===== config.mk =====
export PLATFORM = sky130hd
export DESIGN_NAME = user_au_i2s_rx
export DESIGN_NICKNAME = d
export VERILOG_FILES = /design/src/rtl/user_au_i2s_rx.sv
export SDC_FILE = /design/constraint.sdc
export NUM_CORES = 1
export LEC_CHECK = 0
export CAP_MARGIN = 5
export CORE_ASPECT_RATIO = 1.4
export CORE_MARGIN = 2
export CORE_UTILIZATION = 58
export DETAILED_ROUTE_END_ITERATION = 8
export GPL_ROUTABILITY_DRIVEN = 1
export PLACE_DENSITY_LB_ADDON = 0.2
export SLEW_MARGIN = 20
export SYNTH_ARGS = -nofsm -noshare
export SYNTH_HDL_FRONTEND = slang
export SYNTH_SLANG_ARGS = --single-unit
export TNS_END_PERCENT = 5

===== constraint.sdc =====
create_clock -name clk_i -period 2.9 [get_ports clk_i]
set_input_delay 0.29 -clock clk_i [delete_from_list [all_inputs] [get_ports clk_i]]
set_output_delay 0.29 -clock clk_i [all_outputs]
set_load 0.02 [all_outputs]

===== src/rtl/user_au_i2s_rx.sv =====
// I2S receiver: oversamples SCK on clk_i, deserializes MSB-first channel words
// into right-aligned 32-bit PCM samples, and buffers them in a small FIFO so
// downstream back-pressure does not lose samples.
module user_au_i2s_rx #(
    parameter int SampleWidth = 24,
    parameter int FifoDepth   = 4,
    parameter bit SignExtend  = 1'b1
) (
    input  logic                       clk_i,
    input  logic                       rst_i,
    input  logic                       enable_i,
    input  logic                       i2s_sck_i,
    input  logic                       i2s_ws_i,
    input  logic                       i2s_sd_i,
    output logic [31:0]                data_o,
    output logic                       channel_o,
    output logic                       valid_o,
    input  logic                       ready_i,
    output logic                       overflow_o,
    input  logic                       clear_overflow_i,
    output logic [$clog2(FifoDepth):0] fifo_level_o
);

    localparam int AddrW = $clog2(FifoDepth);
    localparam int CntW  = $clog2(SampleWidth + 1);
    localparam logic [AddrW:0]  LvlFull = (AddrW + 1)'(FifoDepth);
    localparam logic [CntW-1:0] CntMax  = CntW'(SampleWidth);

    typedef enum logic {S_IDLE, S_SHIFT} state_t;

    state_t                 r_state;
    logic                   r_sck_q;
    logic                   r_ws_prev;
    logic [CntW-1:0]        r_bit_cnt;
    logic [SampleWidth-1:0] r_word;

    logic [31:0]            r_mem_data [FifoDepth];
    logic                   r_mem_ch   [FifoDepth];
    logic [AddrW-1:0]       r_wr_ptr;
    logic [AddrW-1:0]       r_rd_ptr;
    logic [AddrW:0]         r_count;
    logic                   r_overflow;

    logic                   w_rise;
    logic                   w_ws_edge;
    logic                   w_bit_ok;
    logic                   w_push;
    logic [SampleWidth-1:0] w_word_next;
    logic [31:0]            w_push_data;
    logic                   w_empty;
    logic                   w_full;
    logic                   w_pop;
    logic                   w_wr;
    logic                   w_drop;

    // Widen a captured word to 32 bits, replicating its MSB when sign extension is on.
    function automatic logic [31:0] extend_word(input logic [SampleWidth-1:0] word);
        logic [31:0] res;
        res = {32{SignExtend & word[SampleWidth-1]}};
        res[SampleWidth-1:0] = word;
        return res;
    endfunction

    assign w_rise    = i2s_sck_i & ~r_sck_q;
    assign w_ws_edge = (i2s_ws_i != r_ws_prev);
    assign w_bit_ok  = (r_bit_cnt < CntMax);

    // Place the current SD bit at the next free position from the MSB down, so
    // short words come out left-justified and bits beyond SampleWidth are ignored.
    always_comb begin
        w_word_next = r_word;
        for (int i = 0; i < SampleWidth; i++) begin
            if (w_bit_ok && (int'(r_bit_cnt) == SampleWidth - 1 - i)) begin
                w_word_next[i] = i2s_sd_i;
            end
        end
    end

    // The SD bit on a WS-change rise is the LSB of the outgoing word, so the
    // pushed value already includes it.
    assign w_push      = enable_i && (r_state == S_SHIFT) && w_rise && w_ws_edge;
    assign w_push_data = extend_word(w_word_next);

    // Deserializer FSM: IDLE waits for a word boundary, SHIFT accumulates bits.
    always_ff @(posedge clk_i) begin
        if (rst_i) begin
            r_state   <= S_IDLE;
            r_sck_q   <= 1'b0;
            r_ws_prev <= 1'b0;
            r_bit_cnt <= '0;
        end else begin
            r_sck_q <= i2s_sck_i;
            // WS history is tracked even while disabled so that re-enabling
            // mid-frame waits for a genuine boundary.
            if (w_rise) begin
                r_ws_prev <= i2s_ws_i;
            end
            if (!enable_i) begin
                r_state   <= S_IDLE;
                r_bit_cnt <= '0;
            end else if (w_rise) begin
                case (r_state)
                    S_IDLE: begin
                        if (w_ws_edge) begin
                            r_state   <= S_SHIFT;
                            r_bit_cnt <= '0;
                            r_word    <= '0;
                        end
                    end
                    S_SHIFT: begin
                        if (w_ws_edge) begin
                            r_bit_cnt <= '0;
                            r_word    <= '0;
                        end else begin
                            r_word <= w_word_next;
                            if (w_bit_ok) begin
                                r_bit_cnt <= r_bit_cnt + CntW'(1);
                            end
                        end
                    end
                    default: r_state <= S_IDLE;
                endcase
            end
        end
    end

    assign w_empty = (r_count == '0);
    assign w_full  = (r_count == LvlFull);
    assign w_pop   = !w_empty && ready_i;
    // A push into a full FIFO still lands when the head leaves in the same cycle.
    assign w_wr    = w_push && (!w_full || w_pop);
    assign w_drop  = w_push && w_full && !w_pop;

    // FIFO pointers, occupancy and sticky overflow flag.
    always_ff @(posedge clk_i) begin
        if (rst_i) begin
            r_wr_ptr   <= '0;
            r_rd_ptr   <= '0;
            r_count    <= '0;
            r_overflow <= 1'b0;
        end else begin
            if (w_wr) begin
                r_wr_ptr <= r_wr_ptr + 1'b1;
            end
            if (w_pop) begin
                r_rd_ptr <= r_rd_ptr + 1'b1;
            end
            case ({w_wr, w_pop})
                2'b10:   r_count <= r_count + 1'b1;
                2'b01:   r_count <= r_count - 1'b1;
                default: r_count <= r_count;
            endcase
            if (w_drop) begin
                r_overflow <= 1'b1;
            end else if (clear_overflow_i) begin
                r_overflow <= 1'b0;
            end
        end
    end

    // FIFO storage; contents need no reset because the outputs are gated by occupancy.
    always_ff @(posedge clk_i) begin
        if (w_wr) begin
            r_mem_data[r_wr_ptr] <= w_push_data;
            r_mem_ch[r_wr_ptr]   <= r_ws_prev;
        end
    end

    assign valid_o      = !w_empty;
    assign data_o       = w_empty ? 32'd0 : r_mem_data[r_rd_ptr];
    assign channel_o    = w_empty ? 1'b0 : r_mem_ch[r_rd_ptr];
    assign overflow_o   = r_overflow;
    assign fifo_level_o = r_count;

endmodule


==> results of run 1 <==
tightest hold or removal path, stage by stage, from the launching register on:
cell	delay, ns
sky130_fd_sc_hd__dfxtp_1	0.31
sky130_fd_sc_hd__nand2b_1	0.07
sky130_fd_sc_hd__a21oi_1	0.06
cells in the final DEF (no fill, tap or decap), types with 8 or more instances in the layout:
cell                              instances
sky130_fd_sc_hd__and2b_1                 11
sky130_fd_sc_hd__clkdlybuf4s50_1         45
sky130_fd_sc_hd__buf_4                   17
sky130_fd_sc_hd__inv_1                   12
sky130_fd_sc_hd__clkbuf_16               17
sky130_fd_sc_hd__dfxtp_1                 17
sky130_fd_sc_hd__nor2b_1                 42
sky130_fd_sc_hd__nor2_1                   8
sky130_fd_sc_hd__edfxtp_1               124
sky130_fd_sc_hd__mux4_2                  25
sky130_fd_sc_hd__mux2_2                  24
sky130_fd_sc_hd__and4bb_2                11
sky130_fd_sc_hd__nand2_1                  8
sky130_fd_sc_hd__ha_1                    10
metrics by stage:
stage          instance area, um^2  cells  hold WS, ns  setup slack, ns  utilization (%)
3_3_place_gp                  6969    562       0.4624           0.2460            64.81
3_5_place_dp                  6969    562       0.4886           0.1420            64.81
4_1_cts                       7574    594       0.5009          0.06645            70.42
5_1_grt                       7576    594       0.5138           0.1146            70.45
2_1_floorplan                 6345    388       0.4182           0.5213                -
6_report                      7576    594       0.4966           0.2235            70.45
logic make-up (layout without fill, tap and decap cells):
family / count (synthesis) / after routing / synth area share, %
adders and majority gates: 11 / 11 / 2.288
muxes: 53 / 53 / 13.84
and+or+nand+nor: 113 / 113 / 12.82
DFF: 142 / 142 / 64.37
AOI/OAI and AO/OA: 20 / 20 / 2.189
buffers and inverters: 43 / 108 / 3.549
xor gates and xnor gates: 6 / 6 / 0.9466
layer usage:
metal,part of all wire [%],routed length (um),global-route usage [%],vias up
li1,-,-,-,1578
met1,40,4805,27.04,1740
met2,54,6450,37.48,82
met3,3.9,474,3.821,22
met4,2.3,276,8.955,0
met5,0,0,0,-
final timing paths:
check,to,slack [ns],cells after the start,startpoint
setup / recovery,channel_o,0.22,4,flip-flop
hold / removal,overflow_o$_SDFFE_PP0P_,0.50,2,overflow_o$_SDFFE_PP0P_
setup reg to reg,fifo_level_o[2]$_SDFFE_PP0P_,0.54,9,fifo_level_o[1]$_SDFFE_PP0P_
hold reg to reg,overflow_o$_SDFFE_PP0P_,0.50,2,overflow_o$_SDFFE_PP0P_
state kept, by name, summed over array words and instances (netlist names), named ones only:
name          cells
r_mem_ch          4
r_bit_cnt         5
r_mem_data       96
r_rd_ptr          2
r_wr_ptr          2
r_word           24
r_sck_q           1
r_state           1
fifo_level_o      3
overflow_o        1
r_ws_prev         1
layout make-up:
type                    instances  area, um^2
multi-input cells             203        2044
repair buffers                 64       618.1
clock inverters                12       167.7
well taps                     141       176.4
fillers                       724        3178
clock buffers                  20       436.7
flip-flops and latches        142        4088
inverters                      12       45.04
report_power, final:
part	total (mW)	switching (mW)	internal (mW)	leakage [nW]
sequential	2.22	0.00658	2.21	1.27
clock	2.21	0.776	1.43	0.283
combinational	0.106	0.0590	0.0466	0.920
total	4.53	0.841	3.69	2.48
==> metrics.md, run 1 <==
| Metric | Value |
|---|---|
| HPWL after detailed placement | `7581 um` |
| Largest delay contributor family on the critical path | `buffers and inverters` |
| Slew of the pin with the lowest slew margin | `~0.89 ns` |
| Seq cells post-synth | `142` |
| Nets | `459` |
| Top-count cell post-synth | `sky130_fd_sc_hd__edfxtp_1` |
| Power per cell area | `approximately 600 nW/um^2` |
| Combined global-route utilization of all metal layers | `21.67%` |
| Share of synthesized area occupied by flip-flops and latches | `~64%` |
| Clock Skews | `between 0.006 and 0.007 ns` |
| Top cells by instance count after synthesis | `sky130_fd_sc_hd__edfxtp_1, sky130_fd_sc_hd__nor2b_1, sky130_fd_sc_hd__mux4_2, sky130_fd_sc_hd__mux2_2, sky130_fd_sc_hd__dfxtp_1` |
| Category of the critical setup timing path | `flip-flop to primary output` |
| Antenna cell count | `0` |
| Startpoint kind of the worst setup timing path | `flip-flop` |
| Placeable core area | `10750 um^2` |
| Outcome | `completed` |
| CTS HTree Levels | `4` |
| Per-cell routed wire length | `around 20 um` |
| Number of gates resized after cts | `0` |
| Biggest area contributors in the synthesized netlist | `sky130_fd_sc_hd__edfxtp_1, sky130_fd_sc_hd__mux4_2, sky130_fd_sc_hd__dfxtp_1` |
| Cell type with the highest aggregate area in the netlist | `sky130_fd_sc_hd__edfxtp_1` |
| Number of enable-type register cells in the synthesized netlist | `124` |
| Via count of the first global-routing pass | `between 3000 and 4000` |
| Critical Path, Cell by Cell | `buf_4 > mux4_2 > and2b_1 > clkdlybuf4s50_1` |
| Share of async-settable or async-resettable flops after synthesis | `0%` |
| Clk root buf | `sky130_fd_sc_hd__clkbuf_16` |
| Initial antenna violation count | `0` |
| Routed vias/inst | `5.761` |
| Pin count of the biggest net entering global routing | `30` |
| Post-synthesis area per instance | `about 16 um^2` |
| Standard cell with the maximum stage delay on the critical path | `sky130_fd_sc_hd__mux4_2` |
| Die area | `between 10000 and 15000 um^2` |
| Remaining antenna violation count | `0` |
| Portion of the clock cycle consumed by the worst path in the final layout | `92.29%` |
| First-iteration detailed-routing DRC count | `240` |
| Insertion delay to the later sink of the worst-skew pair | `0.41 ns` |
| Sum of overflow across all layers after global routing | `0` |
| Setup violators final | `0` |
| Overall die height | `127.8 um` |
| Fin crit period | `2.676 ns` |
| Max-slew violation count | `0` |
| Clock transition at the register clock pins on the worst setup and hold paths after CTS | `about 0.060 ns` |
| DRT Wirelength | `12010 um` |
| Worst min path class | `flip-flop to flip-flop` |
| Count of distinct cell types in the synthesized netlist | `between 40 and 50` |
| Count of mapped cells out of synthesis | `388` |
| Crit path required time | `2.61 ns` |
| DR DRC count | `0` |
| Ports | `46` |
| Mapped Area | `6345 um^2` |
| First-pass GRT wire length | `19090 um` |
| Number of buffers created by CTS | `17` |
| P&R area growth vs syn | `19.40%` |
| Max Root-Sink Buffers | `2` |
| Routability congestion estimate from global placement | `0.7839` |
| Sort of element at the end of the critical path | `primary output` |
| Worst IR drop on VDD | `0.4369 mV` |
| Power, Total | `4.528 mW` |
| Vias after detailed routing | `approximately 3400` |
| Prevailing post-synth register cell | `sky130_fd_sc_hd__edfxtp_1` |
| Num rows | `45` |
| Slew headroom | `40.40%` |
| Sink Count | `142` |
| IO buf count | `45` |
| Starting density of the core | `59.00%` |
| Unrepaired setup endpoints after global routing | `no` |
| Crit-path max cell delay | `between 0.5 and 0.6 ns` |
| Number of synthesis warnings | `0` |
| Lkg Pwr | `around 2.5 nW` |
| Proportion of netlist area held by the largest area contributor | `58.69%` |
| Number of buffer and inverter instances along the worst setup path | `2` |
| Die boundary width | `92.40 um` |
| Final-layout setup total negative slack | `0 ns` |
| Clock tree from TritonCTS | `yes` |
| Post-Syn Nets | `approximately 410` |
| WP data arrival | `2.39 ns` |
| Post-CTS Setup Bufs | `0` |
| Share of layout cells above drive strength 1 | `between 20% and 30%` |
| Max Fclk | `373.6 MHz` |
| Number of iterations in the first detailed-routing pass | `4` |
| Final Hold Violating Endpoints | `0` |
| Critical-path maximum fanout | `9` |
| Hold buffers post-CTS | `0` |
| Maximum capacitance violations | `0` |
Power figures use the tool's default switching activity.
==> run 2, diff against run 1 <==
==> constraint.sdc (replaced) <==
create_clock -name clk_i -period 2.7 [get_ports clk_i]
set_input_delay 0.27 -clock clk_i [delete_from_list [all_inputs] [get_ports clk_i]]
set_output_delay 0.27 -clock clk_i [all_outputs]
set_load 0.02 [all_outputs]
==> metrics.md, run 2 (synthesis results as in run 1) <==
| Metric | Value |
|---|---|
| Psw | `890.7 uW` |
| Number of buffers created by CTS | `17` |
| CTS HTree Levels | `4` |
| Number of buffer and inverter instances along the worst setup path | `2` |
| DR DRC count | `0` |
| Placeable core area | `10750 um^2` |
| Startpoint kind of the worst setup timing path | `flip-flop` |
| Maximum capacitance violations | `0` |
| Per-cell routed wire length | `18.81 um` |
| Post-CTS Setup Bufs | `0` |
| Placed Instances | `569` |
| Largest registers | `r_mem_data (96), r_word (24), r_bit_cnt (5)` |
| Slew headroom | `between 40% and 50%` |
| Sink Count | `142` |
| First-iteration detailed-routing DRC count | `221` |
| Combinational Power Share | `2.4%` |
| Antenna cell count | `0` |
| Sort of element at the end of the critical path | `primary output` |
| Outcome | `completed` |
| Sum of overflow across all layers after global routing | `0` |
| Die area | `11800 um^2` |
| Top register by number of flip-flops | `r_mem_data` |
| P&R area growth vs syn | `20.84%` |
| Via count of the first global-routing pass | `3558` |
| Commonest cells after routing, fill and taps aside | `sky130_fd_sc_hd__edfxtp_1, sky130_fd_sc_hd__clkdlybuf4s50_1, sky130_fd_sc_hd__nor2b_1` |
| Overall die height | `127.8 um` |
| Final Hold Violating Endpoints | `0` |
| Critical Path, Cell by Cell | `buf_12 > mux4_2 > and2b_1 > clkdlybuf4s50_1` |
| Max Fclk | `388.5 MHz` |
| Lkg Pwr | `2.520 nW` |
| Power, Total | `just under 5 mW` |
| Top Usage Layer GRT | `met2` |
| Largest delay contributor family on the critical path | `buffers and inverters` |
| Routability congestion estimate from global placement | `slightly below 0.8` |
| Crit-path max cell delay | `between 0.5 and 0.6 ns` |
| WP data arrival | `2.30 ns` |
| Clock Skews | `0.004345 ns` |
| HPWL after detailed placement | `6988 um` |
| Routed vias/inst | `5.688` |
| Fin crit period | `2.574 ns` |
| Die boundary width | `92.40 um` |
| Share of layout cells above drive strength 1 | `27.02%` |
| Max Root-Sink Buffers | `2` |
| Clock transition at the register clock pins on the worst setup and hold paths after CTS | `0.05 ns` |
| Insertion delay to the later sink of the worst-skew pair | `0.40 ns` |
| Met1 capacity usage during global routing | `25.58%` |
| Most common cell after layout, fill and taps aside | `sky130_fd_sc_hd__edfxtp_1` |
| Worst min path class | `flip-flop to flip-flop` |
| Setup violators final | `0` |
| Combined global-route utilization of all metal layers | `20.90%` |
| Standard cell with the maximum stage delay on the critical path | `sky130_fd_sc_hd__clkdlybuf4s50_1` |
| Worst IR drop on VDD | `around 0.52 mV` |
| Num rows | `45` |
| Power per cell area | `approximately 630 nW/um^2` |
| Clk root buf | `sky130_fd_sc_hd__clkbuf_16` |
| Critical-path maximum fanout | `11` |
| Final-layout setup total negative slack | `0 ns` |
| Crit path required time | `2.43 ns` |
| Global-route met3 utilization | `4.821%` |
| Part of the power in registers | `about half` |
| Tightest hold margin | `0.4971 ns` |
| First-pass GRT wire length | `18390 um` |
| Starting density of the core | `between 50% and 60%` |
| Pin count of the biggest net entering global routing | `27` |
| Portion of the clock cycle consumed by the worst path in the final layout | `95.34%` |
| Number of flip-flops under the largest register name | `96` |
| Ports | `46` |
| Slew of the pin with the lowest slew margin | `0.8449 ns` |
| Number of iterations in the first detailed-routing pass | `4` |
| Hold buffers post-CTS | `0` |
| Switching power share of the total | `18.36%` |
| Clock tree from TritonCTS | `yes` |
| Unrepaired setup endpoints after global routing | `no` |
| Nets | `466` |
| Power share of the clock group | `48.5%` |
| DRT Wirelength | `around 11000 um` |
| Number of cells in the finished layout apart from fillers | `600` |
| Vias after detailed routing | `between 3000 and 4000` |
| Remaining antenna violation count | `0` |
| IO buf count | `45` |
| Initial antenna violation count | `0` |
| Max-slew violation count | `0` |
| Met2 track demand over resource in global routing | `35.64%` |
| Category of the critical setup timing path | `flip-flop to primary output` |
| Pint | `just under 4 mW` |
## run 2: cell types whose count changed in the layout (fill, tap and decap cells not counted), sizes merged
cell / change
inv: -1
clkinv: +1
buf: +7
clkbuf: -1
## run 2: per-layer routing
metal	up-vias	share of wire (%)
met2	90	55
met5	-	0
met3	6	3.6
li1	1593	-
met1	1724	41
met4	0	1.1
## run 2: worst paths after layout
check	from	depth (start not counted)	slack, ns	endpoint
worst max-delay path	flip-flop	4	0.13	data_o[22]
worst min-delay path	overflow_o$_SDFFE_PP0P_	2	0.50	overflow_o$_SDFFE_PP0P_
worst min register to register	overflow_o$_SDFFE_PP0P_	2	0.50	overflow_o$_SDFFE_PP0P_
worst max register to register	fifo_level_o[2]$_SDFFE_PP0P_	9	0.43	fifo_level_o[2]$_SDFFE_PP0P_
## run 2: repair_timing
item | CTS | global route
gates resized for setup | 1 | 1
setup endpoints to repair | 27 | 9
pin swaps | 0 | 0
## run 2: tightest hold or removal path: stages (launching register included)
cell,delay (ns)
sky130_fd_sc_hd__dfxtp_1,0.32
sky130_fd_sc_hd__nand2b_1,0.07
sky130_fd_sc_hd__a21oi_1,0.06
## run 2: area by class of cell
type | count | area [um^2]
Tap cell | 141 | 176.4
Multi-Input combinational cell | 203 | 2047
Clock inverter | 12 | 170.2
Timing Repair Buffer | 71 | 708.2
Inverter | 12 | 45.04
Clock buffer | 19 | 432.9
Fill cell | 701 | 3087
Sequential cell | 142 | 4088
## run 2: power groups by stage
stage               sequential, mW  combinational (mW)  clock [mW]
floorplan                     2.42              0.0703           0
finish                        2.38               0.118        2.35
CTS                           2.38               0.117        2.39
global route                  2.38               0.128        2.48
global placement              2.43               0.113           0
detailed placement            2.43               0.116           0
## run 2: through the flow
step	area (um^2)	utilization, %	setup WS, ns
floorplan	6345	-	0.3413
global placement	7059	65.64	0.2310
detailed placement	7059	65.64	0.1444
CTS	7665	71.27	0.03698
global route	7667	71.30	0.03178
finish	7667	71.30	0.1257
==> run 3, diff against run 2 <==
--- a/config.mk
+++ b/config.mk
@@ -7,10 +7,10 @@
 export LEC_CHECK = 0
 export CAP_MARGIN = 5
 export CORE_ASPECT_RATIO = 1.4
-export CORE_MARGIN = 2
+export CORE_MARGIN = 8
 export CORE_UTILIZATION = 58
 export DETAILED_ROUTE_END_ITERATION = 8
-export GPL_ROUTABILITY_DRIVEN = 1
+export GPL_ROUTABILITY_DRIVEN = 0
 export PLACE_DENSITY_LB_ADDON = 0.2
 export SLEW_MARGIN = 20
 export SYNTH_ARGS = -nofsm -noshare
==> metrics.md, run 3 (synthesis results as in run 1) <==
| Metric | Value |
|---|---|
| Final-layout setup total negative slack | `0 ns` |
| First-pass GRT wire length | `19000 um` |
| Power, Total | `4.690 mW` |
| Initial antenna violation count | `0` |
| Fin crit period | `2.576 ns` |
| WP data arrival | `2.31 ns` |
| Top register by number of flip-flops | `r_mem_data` |
| Final Hold Violating Endpoints | `0` |
| Maximum capacitance violations | `0` |
| Lkg Pwr | `2.484 nW` |
| Antenna cell count | `0` |
| Setup slack of the worst register-to-register path | `0.38 ns` |
| Sum of overflow across all layers after global routing | `0` |
| DR DRC count | `0` |
| Nets | `466` |
| Crit-path max cell delay | `roughly 0.55 ns` |
| IO buf count | `45` |
| Critical-path maximum fanout | `12` |
| Insertion delay to the later sink of the worst-skew pair | `0.41 ns` |
| Category of the critical setup timing path | `flip-flop to primary output` |
| Clk root buf | `sky130_fd_sc_hd__clkbuf_16` |
| Sequential cell area in the final layout | `4089 um^2` |
| Commonest cells after routing, fill and taps aside | `sky130_fd_sc_hd__edfxtp_1, sky130_fd_sc_hd__clkdlybuf4s50_1, sky130_fd_sc_hd__nor2b_1` |
| Die area | `about 15000 um^2` |
| Total area of multi-input combinational cells | `2047 um^2` |
| Largest delay contributor family on the critical path | `buffers and inverters` |
| Most common cell after layout, fill and taps aside | `sky130_fd_sc_hd__edfxtp_1` |
| Standard cell with the maximum stage delay on the critical path | `sky130_fd_sc_hd__clkdlybuf4s50_1` |
| P&R area growth vs syn | `19.23%` |
| Terminating pin of the worst hold path | `overflow_o$_SDFFE_PP0P_` |
| # fillers | `717` |
| Die boundary width | `104.4 um` |
| Ports | `46` |
| Combined global-route utilization of all metal layers | `16.82%` |
| Starting density of the core | `about three fifths` |
| Pin count of the biggest net entering global routing | `25` |
| Number of buffers created by CTS | `17` |
| Portion of the clock cycle consumed by the worst path in the final layout | `95.41%` |
| Sort of element at the end of the critical path | `primary output` |
| Overall die height | `139.8 um` |
| Number of flip-flops under the largest register name | `96` |
| Cell depth of the worst hold path | `2` |
| Worst IR drop on VDD | `0.5627 mV` |
| Outcome | `completed` |
| Slew of the pin with the lowest slew margin | `0.7220 ns` |
| DRT Wirelength | `about 12000 um` |
| Clock transition at the register clock pins on the worst setup and hold paths after CTS | `0.06 ns` |
| Max-slew violation count | `0` |
| Via count of the first global-routing pass | `3687` |
| Startpoint kind of the worst setup timing path | `flip-flop` |
| Power per cell area | `~620 nW/um^2` |
| Startpoint of the worst hold path | `overflow_o$_SDFFE_PP0P_` |
| HPWL after detailed placement | `7830 um` |
| Clock Skews | `0.006649 ns` |
| First-iteration detailed-routing DRC count | `~170` |
| Number of buffer and inverter instances along the worst setup path | `2` |
| Critical Path, Cell by Cell | `buf_6 > mux4_2 > nor2b_1 > clkdlybuf4s50_1` |
| Placeable core area | `10750 um^2` |
| Routed vias/inst | `5.686` |
| Share of layout cells above drive strength 1 | `26.74%` |
| Remaining antenna violation count | `0` |
| Worst min path class | `flip-flop to flip-flop` |
| Number of iterations in the first detailed-routing pass | `4` |
| Cells on worst reg2reg path | `9` |
| RR Startpoint | `fifo_level_o[1]$_SDFFE_PP0P_` |
| Destination of the worst register-to-register timing path | `fifo_level_o[2]$_SDFFE_PP0P_` |
| Setup violators final | `0` |
| Slew headroom | `about half` |
| Max Root-Sink Buffers | `2` |
| Unrepaired setup endpoints after global routing | `no` |
| Largest registers | `r_mem_data (96), r_word (24), r_bit_cnt (5)` |
| Max Fclk | `388.2 MHz` |
| Num rows | `45` |
| Sink Count | `142` |
| Vias after detailed routing | `3417` |
| CTS HTree Levels | `4` |
| Per-cell routed wire length | `19.41 um` |
| Crit path required time | `2.43 ns` |
| Clock tree from TritonCTS | `yes` |
## run 3: cell types whose count changed in the layout (fill, tap and decap cells not counted)
| cell | before | now |
|---|---|---|
| sky130_fd_sc_hd__buf_6 | 0 | 1 |
| sky130_fd_sc_hd__clkinv_1 | 1 | 2 |
| sky130_fd_sc_hd__buf_4 | 21 | 25 |
| sky130_fd_sc_hd__bufinv_16 | 4 | 2 |
| sky130_fd_sc_hd__dfxtp_2 | 0 | 1 |
| sky130_fd_sc_hd__clkbuf_1 | 2 | 4 |
| sky130_fd_sc_hd__clkinv_2 | 3 | 2 |
| sky130_fd_sc_hd__dfxtp_1 | 17 | 16 |
| sky130_fd_sc_hd__buf_12 | 5 | 0 |
| sky130_fd_sc_hd__inv_6 | 0 | 1 |
## run 3: final cells by class
class	instances	area share, %
clock buffer	21	5.822
clock inverter	11	1.555
sequential	142	54.05
tap	141	2.332
multi-input combinational	203	27.06
timing repair buffer	71	8.584
inverter	12	0.5954
## run 3: through the flow
stage               hold slack (ns)  utilization [%]  instance area [um^2]  cells  setup slack (ns)
finish                       0.4917            70.34                  7565    601            0.1240
global route                 0.5324            70.34                  7565    601           0.01300
CTS                          0.4927            70.33                  7564    601           0.01676
detailed placement           0.4756            65.06                  6997    569           0.04631
global placement             0.4606            65.06                  6997    569            0.2258
floorplan                    0.3982                -                  6345    388            0.3413
## run 3: worst register-to-register path: cells and delay by family, from the launching register on
kind	cells	cell delay, ns
simple gates	3	0.88
fa+ha+maj	2	0.55
flops	1	0.38
xor+xnor	1	0.16
buf+inv	2	0.15
compound gates	1	0.14
## run 3: how the worst max path moves through the flow
stage,start,to,cells after the start
finish,flip-flop,data_o[1],4
global route,flip-flop,data_o[9],4
CTS,flip-flop,data_o[1],4
detailed placement,ready_i,fifo_level_o[2]$_SDFFE_PP0P_,10
global placement,ready_i,fifo_level_o[2]$_SDFFE_PP0P_,10
floorplan,enable_i,r_word[0]$_SDFFCE_PN0P_,4
## run 3: power by group
group | internal [mW] | switching, mW | total [mW]
Combinational | 0.0534 | 0.0636 | 0.117
Clock | 1.35 | 0.840 | 2.19
Sequential | 2.37 | 0.00663 | 2.38
Total | 3.78 | 0.910 | 4.69
## run 3: per-layer routing
| layer | GRT usage [%] | share of wire (%) | wire (um) |
|---|---|---|---|
| met1 | 18.49 | 40 | 4640 |
| met2 | 29.86 | 54 | 6349 |
| met3 | 4.667 | 4.1 | 476 |
| met4 | 6.733 | 1.7 | 195 |
| met5 | 0 | 0 | 0 |
## run 3: timing repair
item / in CTS / in global routing
buffers inserted: 0 / 0
endpoints found under the setup margin: 21 / 2
pin swaps: 0 / 0
hold buffers: 0 / 0
cloned: 0 / 0
endpoints found under the hold margin: 0 / 0
gates resized for setup: 3 / 1
